File: config.mk
export PLATFORM = sky130hd
export DESIGN_NAME = trace_command_receiver
export DESIGN_NICKNAME = d
export VERILOG_FILES = /design/src/rtl/trace_command_receiver.sv
export SDC_FILE = /design/constraint.sdc
export NUM_CORES = 1
export LEC_CHECK = 0
export ABC_CLOCK_PERIOD_IN_PS = 9300
export BUFFER_PORTS_ARGS = -buffer_cell sky130_fd_sc_hd__buf_2
export CAP_MARGIN = 20
export CELL_PAD_IN_SITES_DETAIL_PLACEMENT = 0
export CELL_PAD_IN_SITES_GLOBAL_PLACEMENT = 1
export CORE_MARGIN = 8
export CORE_UTILIZATION = 55
export CTS_BUF_LIST = sky130_fd_sc_hd__clkbuf_2 sky130_fd_sc_hd__clkbuf_4 sky130_fd_sc_hd__clkbuf_8
export CTS_CLUSTER_SIZE = 20
export DETAILED_ROUTE_END_ITERATION = 7
export GPL_TIMING_DRIVEN = 0
export PLACE_DENSITY_LB_ADDON = 0.1
export SYNTH_ARGS = -nofsm -noshare
export SYNTH_HDL_FRONTEND = slang
export SYNTH_SLANG_ARGS = --single-unit
File: constraint.sdc
create_clock -name clk -period 9.3 [get_ports clk]
set_clock_uncertainty 0.2 [all_clocks]
set_input_delay 2.325 -clock clk [delete_from_list [all_inputs] [get_ports clk]]
set_output_delay 2.325 -clock clk [all_outputs]
set_load 0.005 [all_outputs]
File: src/rtl/trace_command_receiver.sv
// trace_command_receiver
//   Receives L1 requests and snooped bus ops over valid/ready handshakes, decodes
//   their ASCII opcodes to 3-bit command codes, queues {cmd,addr} in a FIFO and
//   presents the head to the L2 controller. Optional per-command statistics.
//
// Configuration macro: STATS_EN (defined -> 8 saturating counters, else statCount = 0)
//
// Ports
//   clk, rst_n                  clock, async active-low reset
//   L1Valid/L1Ready             L1 request handshake (L1Address, L1Operation "DR"/"DW"/"IR")
//   snoopValid/snoopReady       snoop handshake (sharedAddress, sharedOperation "I"/"R"/"W"/"M")
//   clearCmd                    sync flush of FIFO and statistics
//   reqValid/reqReady           head handshake towards controller (reqCmd, reqAddr)
//   statSel/statCount           statistics read port (0..6 cmd, 7 illegal), combinational
module trace_command_receiver #(
    parameter int unsigned addressSize = 32,
    parameter int unsigned DEPTH       = 8,
    parameter int unsigned countWidth  = 32
) (
    input  logic                   clk,
    input  logic                   rst_n,
    input  logic                   L1Valid,
    output logic                   L1Ready,
    input  logic [addressSize-1:0] L1Address,
    input  logic [15:0]            L1Operation,
    input  logic                   snoopValid,
    output logic                   snoopReady,
    input  logic [addressSize-1:0] sharedAddress,
    input  logic [7:0]             sharedOperation,
    input  logic                   clearCmd,
    output logic                   reqValid,
    input  logic                   reqReady,
    output logic [2:0]             reqCmd,
    output logic [addressSize-1:0] reqAddr,
    input  logic [2:0]             statSel,
    output logic [countWidth-1:0]  statCount
);

    localparam int unsigned PTR_W = $clog2(DEPTH);
    localparam int unsigned CNT_W = PTR_W + 1;
    localparam logic [CNT_W-1:0] FULL_COUNT = CNT_W'(DEPTH);

    logic [PTR_W-1:0]       r_wr_ptr;
    logic [PTR_W-1:0]       r_rd_ptr;
    logic [CNT_W-1:0]       r_count;
    logic [2:0]             r_mem_cmd  [DEPTH];
    logic [addressSize-1:0] r_mem_addr [DEPTH];

    logic                   w_full;
    logic                   w_empty;
    logic                   w_snoop_fire;
    logic                   w_l1_fire;
    logic                   w_fire;
    logic [2:0]             w_l1_cmd;
    logic                   w_l1_legal;
    logic [2:0]             w_snoop_cmd;
    logic                   w_snoop_legal;
    logic [2:0]             w_cmd;
    logic                   w_legal;
    logic [addressSize-1:0] w_addr;
    logic                   w_push;
    logic                   w_pop;

    // ASCII opcode decode for both sources
    always_comb begin
        w_l1_cmd      = 3'd0;
        w_l1_legal    = 1'b1;
        w_snoop_cmd   = 3'd0;
        w_snoop_legal = 1'b1;
        case (L1Operation)
            16'h4452: w_l1_cmd = 3'd0;   // "DR"
            16'h4457: w_l1_cmd = 3'd1;   // "DW"
            16'h4952: w_l1_cmd = 3'd2;   // "IR"
            default:  w_l1_legal = 1'b0;
        endcase
        case (sharedOperation)
            8'h49:   w_snoop_cmd = 3'd3; // "I"
            8'h52:   w_snoop_cmd = 3'd4; // "R"
            8'h57:   w_snoop_cmd = 3'd5; // "W"
            8'h4D:   w_snoop_cmd = 3'd6; // "M"
            default: w_snoop_legal = 1'b0;
        endcase
    end

    assign w_full  = (r_count == FULL_COUNT);
    assign w_empty = (r_count == '0);

    // Snoop has priority; L1 is only offered a slot when no snoop is presented
    assign snoopReady = !w_full && !clearCmd;
    assign L1Ready    = !w_full && !clearCmd && !snoopValid;

    assign w_snoop_fire = snoopValid && snoopReady;
    assign w_l1_fire    = L1Valid && L1Ready;
    assign w_fire       = w_snoop_fire || w_l1_fire;
    assign w_cmd        = w_snoop_fire ? w_snoop_cmd   : w_l1_cmd;
    assign w_legal      = w_snoop_fire ? w_snoop_legal : w_l1_legal;
    assign w_addr       = w_snoop_fire ? sharedAddress : L1Address;
    assign w_push       = w_fire && w_legal;
    assign w_pop        = !w_empty && reqReady && !clearCmd;

    // FIFO pointers and occupancy; clear wins over everything
    always_ff @(posedge clk or negedge rst_n) begin
        if (!rst_n) begin
            r_wr_ptr <= '0;
            r_rd_ptr <= '0;
            r_count  <= '0;
        end else if (clearCmd) begin
            r_wr_ptr <= '0;
            r_rd_ptr <= '0;
            r_count  <= '0;
        end else begin
            if (w_push) r_wr_ptr <= r_wr_ptr + PTR_W'(1);
            if (w_pop)  r_rd_ptr <= r_rd_ptr + PTR_W'(1);
            case ({w_push, w_pop})
                2'b10:   r_count <= r_count + CNT_W'(1);
                2'b01:   r_count <= r_count - CNT_W'(1);
                default: r_count <= r_count;
            endcase
        end
    end

    // Storage needs no reset: the head is masked while empty
    always_ff @(posedge clk) begin
        if (w_push) begin
            r_mem_cmd[r_wr_ptr]  <= w_cmd;
            r_mem_addr[r_wr_ptr] <= w_addr;
        end
    end

    assign reqValid = !w_empty;
    assign reqCmd   = w_empty ? 3'd0 : r_mem_cmd[r_rd_ptr];
    assign reqAddr  = w_empty ? '0   : r_mem_addr[r_rd_ptr];

`ifdef STATS_EN
    logic [countWidth-1:0] r_stat [8];
    logic [2:0]            w_stat_idx;

    // Illegal ops share slot 7
    assign w_stat_idx = w_legal ? w_cmd : 3'd7;

    always_ff @(posedge clk or negedge rst_n) begin
        if (!rst_n) begin
            for (int i = 0; i < 8; i++) r_stat[i] <= '0;
        end else if (clearCmd) begin
            for (int i = 0; i < 8; i++) r_stat[i] <= '0;
        end else if (w_fire && (r_stat[w_stat_idx] != '1)) begin
            r_stat[w_stat_idx] <= r_stat[w_stat_idx] + countWidth'(1);
        end
    end

    assign statCount = r_stat[statSel];
`else
    logic w_unused_stat_sel;
    assign w_unused_stat_sel = ^statSel;
    assign statCount         = '0;
`endif

endmodule

==> results of run 1 <==
synthesized netlist by cell type (all sizes together), types with 2 or more instances:
cell type    n
buf         43
ha           4
nor4b        3
nor2        49
nor3b        4
dfrtp       10
o2111a       2
or3b         2
nor2b        3
a21oi        2
nand3        2
nor3         7
nor4         2
clkbuf      20
nand2        7
mux2i       37
o21ai        2
mux2        35
mux4        70
nand2b       3
xor2         2
nand3b       2
nand4b       2
edfxtp     280
xnor2        4
logic make-up after synthesis:
logic type                 count (synthesis)
AOI/OAI and AO/OA                         13
xor gates and xnor gates                   6
adders and majority gates                  5
buffers and inverters                     64
DFF                                      290
muxes                                    142
other                                      1
and+or+nand+nor                           93
cell type report:
| type | instances | area [um2] | area share [%] |
|---|---|---|---|
| timing repair buffer | 163 | 986 | 6.81 |
| tap | 280 | 350 | 2.42 |
| sequential | 290 | 8660 | 59.8 |
| buffer | 63 | 374 | 2.58 |
| multi-input combinational | 291 | 3260 | 22.5 |
| clock buffer | 70 | 820 | 5.66 |
| clock inverter | 8 | 35.0 | 0.242 |
| inverter | 1 | 3.75 | 0.0259 |
worst max-delay path, stage by stage:
cell and delay, ns:
clkbuf_1 0.34, clkbuf_1 0.45, nor2_1 0.09, buf_2 0.14
registers in the layout (all words and copies together) (netlist names):
signal and flops:
r_mem_addr 256, r_mem_cmd 24, r_count 4, r_rd_ptr 3, r_wr_ptr 3
per-layer routing:
metal,vias up,track usage [%]
li1,2900,-
met1,3254,24.4
met2,202,32.9
met3,30,4.14
met4,0,5.16
met5,-,0
through the flow:
| step | hold slack, ns | setup WS (ns) | cells |
|---|---|---|---|
| global route | 0.511 | 3.33 | 1166 |
| floorplan | 0.413 | 1.57 | 645 |
| finish | 0.477 | 3.43 | 1166 |
| detailed placement | 0.477 | 3.43 | 1088 |
| CTS | 0.485 | 3.43 | 1166 |
| global placement | 0.452 | -2.44 | 1055 |
worst max path at each step:
| stage | endpoint | slack, ns | cells past startpoint |
|---|---|---|---|
| 6_report | snoopReady | 3.43 | 4 |
| 5_1_grt | snoopReady | 3.33 | 4 |
| 4_1_cts | snoopReady | 3.43 | 4 |
| 3_5_place_dp | snoopReady | 3.43 | 4 |
| 3_3_place_gp | r_mem_addr[4][13] | -2.44 | 5 |
| 2_1_floorplan | r_mem_addr[2][0] | 1.57 | 5 |
power by group through the flow:
stage	combinational (mW)	clock [mW]	sequential, mW
after floorplan	0.208	0	1.47
after global placement	0.311	0	1.47
after detailed placement	0.319	0	1.47
after CTS	0.320	1.03	1.45
after global routing	0.345	1.09	1.45
final	0.312	1.01	1.45
placed cells by master (no fill, tap or decap), types with 4 or more instances in the layout:
cell      synthesis  routed
nand2_1           6       6
clkbuf_8          0      47
mux2i_1          37      37
edfxtp_1        280     280
clkbuf_1         20      20
nor3_1            7       5
clkinv_1          0       6
nor2_1           48      47
buf_4            32      49
conb_1            1      32
ha_1              4       4
buf_2             8     138
mux2_2           32      32
dfrtp_1          10      10
mux4_2           70      70
clkbuf_4          0      23
buf_6             1      13
==> summary.md, run 1 <==
| Metric | Value |
|---|---|
| Via/cell ratio | `5.48` |
| Netlist cell types | `54` |
| Area of placed instances | `13,600 um2` |
| Syn. warnings | `0` |
| Insertion delay to the later sink of the worst-skew pair | `0.54 ns` |
| DRT iter0 DRCs | `406` |
| Cell Area, Synth | `12,100 um2` |
| Drt total wl | `25.7 mm` |
| Layout cells sized above 1 | `45.0%` |
| Leakage | `~5.1 nW` |
| Adder-cell share of the synthesized area | `0.577%` |
| Top post-synthesis cells by area | `edfxtp_1, mux4_2, mux2i_1` |
| Met3 Wirelength | `1.63 mm` |
| PortBufs | `130` |
| Status | `completed` |
| Critical Path Start | `clearCmd` |
| Syn-to-layout area delta | `19.4%` |
| GRT Residual Overflow | `0` |
| Crit-path max FO | `10` |
| Synth Area in Simple Gates | `4.15%` |
| FFs w/ async S/R, synth | `3.45%` |
| Combinational family with the most area after synthesis | `multiplexers` |
| Cell-internal power | `2.15 mW` |
| Min-delay src | `r_count[1]` |
| FP Rows | `54` |
| Top_reg_cell synth | `edfxtp_1` |
| GRT Util Overall | `19.2%` |
| H-Tree Depth | `2` |
| Metal2 WL | `roughly 13 mm` |
| EDFF count, synth | `280` |
| Final min period | `around 5.9 ns` |
| PwrDens | `approximately 190 nW/um2` |
| Hold Path Stages | `2` |
| Tot Pwr | `2.77 mW` |
| Setup violations, final | `0` |
| Relative slew slack | `28.1%` |
| Setup TNS | `0 ns` |
| FF-to-FF Start | `r_count[1]` |
| Die Wd | `165 um` |
| CP Launch Type | `primary input` |
| Fmax | `170 MHz` |
| ANT nets after route | `0` |
| Core box area | `between 20,000 and 25,000 um2` |
| Total CTS buffers | `46` |
| Reg2reg end | `r_count[3]` |
| Kind of critical path | `primary input to output pin` |
| Starting density of the core | `55.8%` |
| DR pass1 iterations | `4` |
| Post-synthesis xor/xnor area fraction | `0.495%` |
| Reg2Reg Setup Slack | `between 5 and 6 ns` |
| Post-synthesis mux area share | `19.3%` |
| CTS Hold Bufs | `0` |
| Synthesized instance count | `614` |
| Max layer used | `met4` |
| Worst Hold Path EP | `r_count[1]` |
| DRC Markers | `0` |
| I/O pins | `167` |
| HPWL after DPL | `18.0 mm` |
| Critical path arrival | `3.35 ns` |
| Fillers | `1,554` |
| Switch share | `22.4%` |
| Clock Sink Count | `290` |
| Via Count | `6,386` |
| CTS max path bufs | `3` |
| Die H | `approximately 160 um` |
| DR WL/cell | `22.1 um` |
| Antenna cells | `0` |
| # Max-Cap Violations | `0` |
| P_sw | `0.619 mW` |
| CTS tree | `yes` |
| Avg Synthesized Cell Area | `19.8 um2` |
| Clk network pwr share | `36.4%` |
| Tcrit/Tclk final | `63.1%` |
| Pin count of the biggest net entering global routing | `19` |
| Vias in the first global route | `approximately 6,800` |
| DRT met1 WL | `10.4 mm` |
| DIE AREA | `approximately 27,000 um2` |
| Postcts setup bufs | `0` |
| Fin nets | `958` |
| Initial antenna violation count | `0` |
| Post-cts sizing count | `0` |
| Root buffer cell | `clkbuf_8` |
| First-pass GRT wire length | `38.9 mm` |
| Core Util, Final | `66.6%` |
| Cell accounting for the most synthesized area | `edfxtp_1` |
| Setup crit end kind | `output pin` |
| Yosys reg bits | `290` |
| Compound-Gate Fraction of Synth Area | `0.959%` |
| Seq pwr share | `between 50 and 60%` |
| Synth top area share | `69.3%` |
| Final Cell Area | `14,500 um2` |
| Combinational cell fraction of total power | `11.3%` |
| GPL Wtd Cong | `slightly above 0.7` |
| Max Slew Vio Count | `0` |
| Worst-Margin Slew | `1.07 ns` |
| FF-to-FF path depth | `12` |
| Worst endpoint required time | `6.78 ns` |
| Final Hold Viols | `0` |
| Min-Delay Path Class | `flip-flop to flip-flop` |
| Seq/Total Area, Yosys | `71.4%` |
| Peak supply drop | `0.132 mV` |
| RSZ-0062 raised after global routing | `false` |
| Worst-path clk slew | `0.06 ns` |
(Power assumes the default switching activity.)
==> inputs of run 2 (changes only) <==
--- a/config.mk
+++ b/config.mk
@@ -5,13 +5,13 @@
 export SDC_FILE = /design/constraint.sdc
 export NUM_CORES = 1
 export LEC_CHECK = 0
-export ABC_CLOCK_PERIOD_IN_PS = 9300
+export ABC_CLOCK_PERIOD_IN_PS = 4800
 export BUFFER_PORTS_ARGS = -buffer_cell sky130_fd_sc_hd__buf_2
 export CAP_MARGIN = 20
 export CELL_PAD_IN_SITES_DETAIL_PLACEMENT = 0
 export CELL_PAD_IN_SITES_GLOBAL_PLACEMENT = 1
 export CORE_MARGIN = 8
-export CORE_UTILIZATION = 55
+export CORE_UTILIZATION = 46
 export CTS_BUF_LIST = sky130_fd_sc_hd__clkbuf_2 sky130_fd_sc_hd__clkbuf_4 sky130_fd_sc_hd__clkbuf_8
 export CTS_CLUSTER_SIZE = 20
 export DETAILED_ROUTE_END_ITERATION = 7
==> constraint.sdc (replaced) <==
create_clock -name clk -period 4.8 [get_ports clk]
set_clock_uncertainty 0.2 [all_clocks]
set_input_delay 1.2 -clock clk [delete_from_list [all_inputs] [get_ports clk]]
set_output_delay 1.2 -clock clk [all_outputs]
set_load 0.005 [all_outputs]
==> run 2 against run 1 <==
  * Global-route usage decreased by 2.5 points
  * Non-clock buffer count decreased by 15
  * Critical path depth increased by 5
  * Combinational power increased by 97%
  * Core utilization decreased by 10 points
  * Cell count increased by 3.8%
  * Critical endpoint is now r_mem_addr[5][22]
==> summary.md, run 2 (synthesis results as in run 1) <==
| Metric | Value |
|---|---|
| CTS Hold Bufs | `0 (unchanged)` |
| HPWL after DPL | `17.6 mm (-2.0%)` |
| Die H | `178 um (+8.4%)` |
| Root buffer cell | `clkbuf_8` |
| Pin count of the biggest net entering global routing | `21 (+2)` |
| Postcts setup bufs | `0 (unchanged)` |
| RSZ-0062 raised after global routing | `false` |
| Max Slew Vio Count | `0 (unchanged)` |
| FP Rows | `59 (+9.3%)` |
| Fmax | `around 230 MHz` |
| Syn-to-layout area delta | `20.4%` |
| Core box area | `26,000 um2 (+19%)` |
| GRT Residual Overflow | `0 (unchanged)` |
| Worst endpoint required time | `4.83 ns (-1.95 ns)` |
| Leakage | `5.10 nW (-1.0%)` |
| Setup crit end kind | `flip-flop` |
| Antenna cells | `0 (unchanged)` |
| Drt total wl | `26.3 mm (+2.3%)` |
| ANT nets after route | `0 (unchanged)` |
| Min-Delay Path Class | `primary input to async pin` |
| Relative slew slack | `32.9% (+4.8 points)` |
| I/O pins | `167 (unchanged)` |
| Die Wd | `178 um (+8.4%)` |
| Setup ws final | `0.532 ns (-2.90 ns)` |
| DR pass1 iterations | `5 (+1)` |
| First-pass GRT wire length | `39.9 mm (+2.6%)` |
| DIE AREA | `31,800 um2 (+18%)` |
| Kind of critical path | `primary input to flip-flop` |
| Fillers | `2,049 (+32%)` |
| DRC Markers | `0 (unchanged)` |
| Most common cell after layout, fill and taps aside | `edfxtp_1` |
| Initial antenna violation count | `0 (unchanged)` |
| Final min period | `roughly 4.3 ns` |
| Status | `completed` |
| Peak supply drop | `0.189 mV (+43%)` |
| Via Count | `6,271 (-1.8%)` |
| Tcrit/Tclk final | `between 80% and 90%` |
| Max layer used | `met4` |
| FF-to-FF path depth | `9 (-3)` |
| Worst-Margin Slew | `1.01 ns (-0.0641 ns)` |
| Reg2Reg Setup Slack | `0.79 ns (-4.62 ns)` |
| Critical path arrival | `4.30 ns (+0.95 ns)` |
| Worst-path clk slew | `0.07 ns (about the same)` |
| Metal2 WL | `13.7 mm (+2.7%)` |
| H-Tree Depth | `2 (unchanged)` |
| GRT Util Overall | `16.7% (-2.5 points)` |
| End point of the critical path | `r_mem_addr[5][22]` |
| CTS max path bufs | `3 (unchanged)` |
| Post-Place Worst Slack | `-0.0773 ns (-3.51 ns)` |
| Critical Path Start | `clearCmd` |
| # Max-Cap Violations | `0 (unchanged)` |
| GPL Wtd Cong | `0.701 (-3.7%)` |
| Clock Sink Count | `290 (unchanged)` |
| Tot Pwr | `5.39 mW (+95%)` |
| DRT met1 WL | `10.6 mm (+2.2%)` |
| DRT iter0 DRCs | `352 (-13%)` |
| Post-cts sizing count | `0 (unchanged)` |
| Met3 Wirelength | `1.46 mm (-11%)` |
| Starting density of the core | `46.7% (-9.1 points)` |
| Setup violations, final | `0 (unchanged)` |
| Top flop regs | `r_mem_addr (256), r_mem_cmd (24), r_count (4)` |
| DR WL/cell | `21.7 um (-1.4%)` |
| Insertion delay to the later sink of the worst-skew pair | `0.54 ns (about the same)` |
| Largest reg by FF count | `r_mem_addr` |
| CP Launch Type | `primary input` |
| Reg2reg end | `r_mem_addr[5][22]` |
| FF-to-FF Start | `r_count[0]` |
| Layout cells sized above 1 | `43.8% (-1.3 points)` |
| Largest register FFs | `256 (unchanged)` |
| PwrDens | `369 nW/um2 (+93%)` |
| Most frequent cells in the layout | `edfxtp_1, buf_2, mux4_2` |
| Total CTS buffers | `47 (+2.2%)` |
| Vias in the first global route | `7,037 (+3.1%)` |
| CTS tree | `yes` |
| Fin nets | `944 (-1.5%)` |
| Via/cell ratio | `5.18 (-5.4%)` |
| Final Hold Viols | `0 (unchanged)` |
| Core Util, Final | `56.2% (-10 points)` |
| PortBufs | `130 (unchanged)` |
| Crit-path max FO | `13 (+3)` |
[run 2: through the flow]
| stage | cells | area (um2) | hold WS (ns) | setup TNS (ns) |
|---|---|---|---|---|
| 6_report | 1210 | 14600 | 0.314 | 0 |
| 3_3_place_gp | 1110 | 13400 | 0.453 | -550.50 |
| 4_1_cts | 1210 | 14600 | 0.297 | 0 |
| 3_5_place_dp | 1128 | 13700 | 0.472 | -0.995 |
| 2_1_floorplan | 645 | 12300 | 0.413 | -5.86 |
| 5_1_grt | 1210 | 14600 | 0.305 | 0 |
[run 2: worst min-delay path by stage]
stage	startpoint	to	slack [ns]	cells after the start
6_report	rst_n	r_count[1]	0.31	1
3_3_place_gp	r_rd_ptr[1]	r_rd_ptr[1]	0.45	3
3_5_place_dp	r_rd_ptr[0]	r_rd_ptr[1]	0.47	3
5_1_grt	rst_n	r_count[1]	0.30	1
2_1_floorplan	r_rd_ptr[1]	r_rd_ptr[1]	0.41	3
4_1_cts	rst_n	r_count[1]	0.30	1
[run 2: metal layers]
metal,global-route usage (%),vias up
met5,0,-
met4,5.20,0
met3,3.34,44
met2,29.3,169
met1,20.6,3174
li1,-,2884
[run 2: cell type report]
| cell class | instances | area (um2) | share of cell area, % |
|---|---|---|---|
| flip-flops and latches | 290 | 8660 | 59.3 |
| clock buffers | 66 | 802 | 5.49 |
| well taps | 335 | 419 | 2.87 |
| multi-input cells | 291 | 3310 | 22.7 |
| repair buffers | 148 | 966 | 6.61 |
| inverters | 1 | 3.75 | 0.0257 |
| plain buffers | 63 | 374 | 2.56 |
| clock inverters | 16 | 68.8 | 0.471 |
[run 2: worst max-delay path, stage by stage]
cell and delay [ns]:
clkbuf_1 0.20, nor3b_4 0.77, o2111a_4 0.40, or2_1 0.12, buf_6 0.13, nand2_2 0.14, nor3b_4 0.89, buf_16 0.24
buf_8 0.19
[run 2: report_power, final]
| group | switching (mW) | leakage [nW] | internal, mW |
|---|---|---|---|
| Sequential | 0.00784 | 2.66 | 2.80 |
| Clock | 0.896 | 0.464 | 1.07 |
| Combinational | 0.327 | 1.97 | 0.288 |
==> inputs of run 3 (changes only) <==
--- a/config.mk
+++ b/config.mk
@@ -5,13 +5,14 @@
 export SDC_FILE = /design/constraint.sdc
 export NUM_CORES = 1
 export LEC_CHECK = 0
-export ABC_CLOCK_PERIOD_IN_PS = 4800
+export ABC_AREA = 1
+export ABC_CLOCK_PERIOD_IN_PS = 3850
 export BUFFER_PORTS_ARGS = -buffer_cell sky130_fd_sc_hd__buf_2
 export CAP_MARGIN = 20
 export CELL_PAD_IN_SITES_DETAIL_PLACEMENT = 0
 export CELL_PAD_IN_SITES_GLOBAL_PLACEMENT = 1
 export CORE_MARGIN = 8
-export CORE_UTILIZATION = 46
+export CORE_UTILIZATION = 43
 export CTS_BUF_LIST = sky130_fd_sc_hd__clkbuf_2 sky130_fd_sc_hd__clkbuf_4 sky130_fd_sc_hd__clkbuf_8
 export CTS_CLUSTER_SIZE = 20
 export DETAILED_ROUTE_END_ITERATION = 7
==> constraint.sdc (replaced) <==
create_clock -name clk -period 3.85 [get_ports clk]
set_clock_uncertainty 0.2 [all_clocks]
set_input_delay 0.9625 -clock clk [delete_from_list [all_inputs] [get_ports clk]]
set_output_delay 0.9625 -clock clk [all_outputs]
set_load 0.005 [all_outputs]
==> run 3 against run 2 <==
  * Global-route usage grew 1.9 points
  * Clock power up 31%
  * Sequential share of layout area down 1.4 points
  * Non-clock buffer count increased by 30
  * Clock-buffer cell count unchanged
  * First-iteration DRC count is 59% higher
  * Synthesized cell count rose by 78%
  * Critical path depth fell by 2
==> summary.md, run 3 <==
| Metric | Value |
|---|---|
| # Max-Cap Violations | `0 (unchanged)` |
| Top flop regs | `r_mem_addr (256), r_mem_cmd (24), r_count (4)` |
| Via Count | `8,746 (+39%)` |
| Syn. warnings | `0 (unchanged)` |
| DRC Markers | `0 (unchanged)` |
| GPL Wtd Cong | `0.762 (+8.6%)` |
| Total placed cells including tap cells | `1,657 (+47%)` |
| Die Wd | `186 um (+4.2%)` |
| Netlist cell types | `36 (-33%)` |
| Area of placed instances | `14,000 um2 (+2.0%)` |
| Setup crit end kind | `output pin` |
| Yosys reg bits | `290 (unchanged)` |
| Postcts setup bufs | `0 (unchanged)` |
| PortBufs | `131 (+0.77%)` |
| Min-Delay Path Class | `primary input to async pin` |
| Crit-path max FO | `10 (-3)` |
| Top post-synthesis cells by area | `edfxtp_1, nor2_1, o21ai_0` |
| Cell Area, Synth | `12,400 um2 (+2.4%)` |
| Top_reg_cell synth | `edfxtp_1` |
| Starting density of the core | `43.5% (-3.2 points)` |
| HPWL after DPL | `22.1 mm (+25%)` |
| Insertion delay to the later sink of the worst-skew pair | `0.54 ns (about the same)` |
| Status | `completed` |
| Total CTS buffers | `48 (+2.1%)` |
| Setup ws final | `0.205 ns (-0.327 ns)` |
| Cell-internal power | `4.97 mW (+20%)` |
| Via/cell ratio | `5.02 (-3.2%)` |
| Max Slew Vio Count | `0 (unchanged)` |
| Kind of critical path | `flip-flop to output pin` |
| Root buffer cell | `clkbuf_8` |
| Worst stage delay on the critical path | `0.40 ns (-0.49 ns)` |
| FP Rows | `62 (+5.1%)` |
| Most frequent cells in the layout | `edfxtp_1, nor2_1, o21ai_0` |
| Seq pwr share | `55.4% (+3.3 points)` |
| Worst-Margin Slew | `0.835 ns (-0.170 ns)` |
| Switch share | `20.9% (-1.9 points)` |
| DIE AREA | `34,600 um2 (+8.6%)` |
| Setup violations, final | `0 (unchanged)` |
| Worst-path clk slew | `0.07 ns (about the same)` |
| CTS max path bufs | `3 (unchanged)` |
| CP Launch Type | `flip-flop` |
| H-Tree Depth | `2 (unchanged)` |
| Vias in the first global route | `8,635 (+23%)` |
| Most common cell after layout, fill and taps aside | `edfxtp_1` |
| Die H | `186 um (+4.2%)` |
| DR WL/cell | `18.7 um (-14%)` |
| Tot Pwr | `6.29 mW (+17%)` |
| Fmax | `274 MHz` |
| Post-Place Worst Slack | `0.0900 ns (+0.167 ns)` |
| PwrDens | `421 nW/um2 (+14%)` |
| ANT nets after route | `0 (unchanged)` |
| Largest register FFs | `256 (unchanged)` |
| Clock Sink Count | `290 (unchanged)` |
| Combinational cell fraction of total power | `3.6% (-7.8 points)` |
| GRT Residual Overflow | `0 (unchanged)` |
| Top-count cell post-synth | `edfxtp_1` |
| Synth top area share | `67.7% (-1.6 points)` |
| P_sw | `1.32 mW (+6.9%)` |
| Worst path slowest cell | `clkbuf_1` |
| Avg Synthesized Cell Area | `11.3 um2 (-43%)` |
| FFs w/ async S/R, synth | `3.45% (unchanged)` |
| Tcrit/Tclk final | `94.7%` |
| Cell accounting for the most synthesized area | `edfxtp_1` |
| First-pass GRT wire length | `49.0 mm (+23%)` |
| Core Util, Final | `52.4% (-3.8 points)` |
| Worst path cell trace | `buf_2, clkbuf_1, o21ai_0, o22ai_1, o21ai_0, a31oi_1, buf_2` |
| Drt total wl | `32.5 mm (+24%)` |
| DR pass1 iterations | `5 (unchanged)` |
| EDFF count, synth | `280 (unchanged)` |
| GRT Util Overall | `18.6% (+1.9 points)` |
| Initial antenna violation count | `0 (unchanged)` |
| RSZ-0062 raised after global routing | `false` |
| CTS tree | `yes` |
| Pin count of the biggest net entering global routing | `22 (+4.8%)` |
| Peak supply drop | `0.234 mV (+24%)` |
| Critical path arrival | `2.48 ns (-1.82 ns)` |
| Layout cells sized above 1 | `22.6% (-21 points)` |
| Final min period | `3.65 ns` |
| Commonest cells in the netlist | `edfxtp_1, nor2_1, o21ai_0` |
| Syn-to-layout area delta | `20.3% (about the same)` |
| Leakage | `5.78 nW (+13%)` |
| Cell Count, Final, Fillers Out | `1,743 (+44%)` |
| Largest reg by FF count | `r_mem_addr` |
| I/O pins | `167 (unchanged)` |
| Relative slew slack | `44.1% (+11 points)` |
| Core box area | `28,500 um2 (+9.9%)` |
| Fin nets | `1,425 (+51%)` |
| Seq/Total Area, Yosys | `69.7% (-1.7 points)` |
| Synthesized instance count | `1,095 (+78%)` |
| DRT iter0 DRCs | `559 (+59%)` |
| Final Cell Area | `14,900 um2 (+2.3%)` |
| Final Hold Viols | `0 (unchanged)` |
| Antenna cells | `0 (unchanged)` |
| Worst endpoint required time | `2.69 ns (-2.14 ns)` |
| Clk network pwr share | `41.0% (+4.5 points)` |
==> run 3: changes by cell type in the layout (fill, tap and decap cells not counted), moves of 28 or more <==
cell	change
nor2_1	+184
o22ai_1	+34
nand2_1	+142
mux4_2	-70
inv_1	+28
mux2i_1	-37
mux2_2	-32
a31oi_1	+32
o21ai_0	+167
==> run 3: layout make-up <==
type | count | area [um2]
plain buffers | 94 | 523
clock buffers | 66 | 802
clock inverters | 20 | 108
fillers | 2613 | 13600
inverters | 33 | 124
multi-input cells | 709 | 3330
flip-flops and latches | 290 | 8660
well taps | 384 | 480
repair buffers | 147 | 921
==> run 3: logic make-up after synthesis <==
| family | synth area share [%] |
|---|---|
| DFF | 69.7 |
| and+or+nand+nor | 13.2 |
| adders and majority gates | 0.564 |
| AOI/OAI and AO/OA | 11.4 |
| buffers and inverters | 5.04 |
| other | 0.0302 |
| xor gates and xnor gates | 0.0705 |
==> run 3: final timing paths <==
kind	from	endpoint	slack, ns	cells past startpoint
max reg2reg	r_count[0]	r_mem_addr[3][8]	0.76	10
min reg2reg	r_wr_ptr[0]	r_wr_ptr[0]	0.34	2
max	r_rd_ptr[1]	reqAddr[31]	0.20	7
max in group asynchronous	rst_n	r_rd_ptr[0]	3.16	1
min in group clk	r_wr_ptr[0]	r_wr_ptr[0]	0.34	2
min	rst_n	r_count[1]	0.07	1
==> run 3: metrics by stage <==
stage,TNS (ns),hold WS (ns)
after CTS,0,0.0389
final,0,0.0740
after global routing,0,0.0485
after detailed placement,0,0.326
after floorplan,-64.92,0.291
after global placement,-565.97,0.319
==> run 3: what timing repair did <==
action | CTS | global route
hold buffers | 0 | 0
setup endpoints to repair | 1 | 19
gates resized for setup | 1 | 18
==> run 3: power by group through the flow <==
| stage | Combinational [mW] | Clock [mW] | Sequential [mW] |
|---|---|---|---|
| final | 0.223 | 2.58 | 3.48 |
| after global routing | 0.252 | 2.76 | 3.48 |
| after CTS | 0.224 | 2.62 | 3.48 |
| after detailed placement | 0.224 | 0 | 3.55 |
| after global placement | 0.219 | 0 | 3.55 |
| after floorplan | 0.121 | 0 | 3.55 |
==> run 3: worst max-delay path: cells and delay by family (launching register included) <==
family / cells / cell delay (ns)
buf+inv: 3 / 0.82
compound gates: 4 / 0.78
flops: 1 / 0.34
==> run 3: metal layers <==
metal,vias to the layer above,wire length [um],track usage [%]
met1,4169,14400,24.5
met5,-,0,0
li1,4278,-,-
met4,0,637,5.40
met2,244,15800,31.8
met3,55,1660,2.64
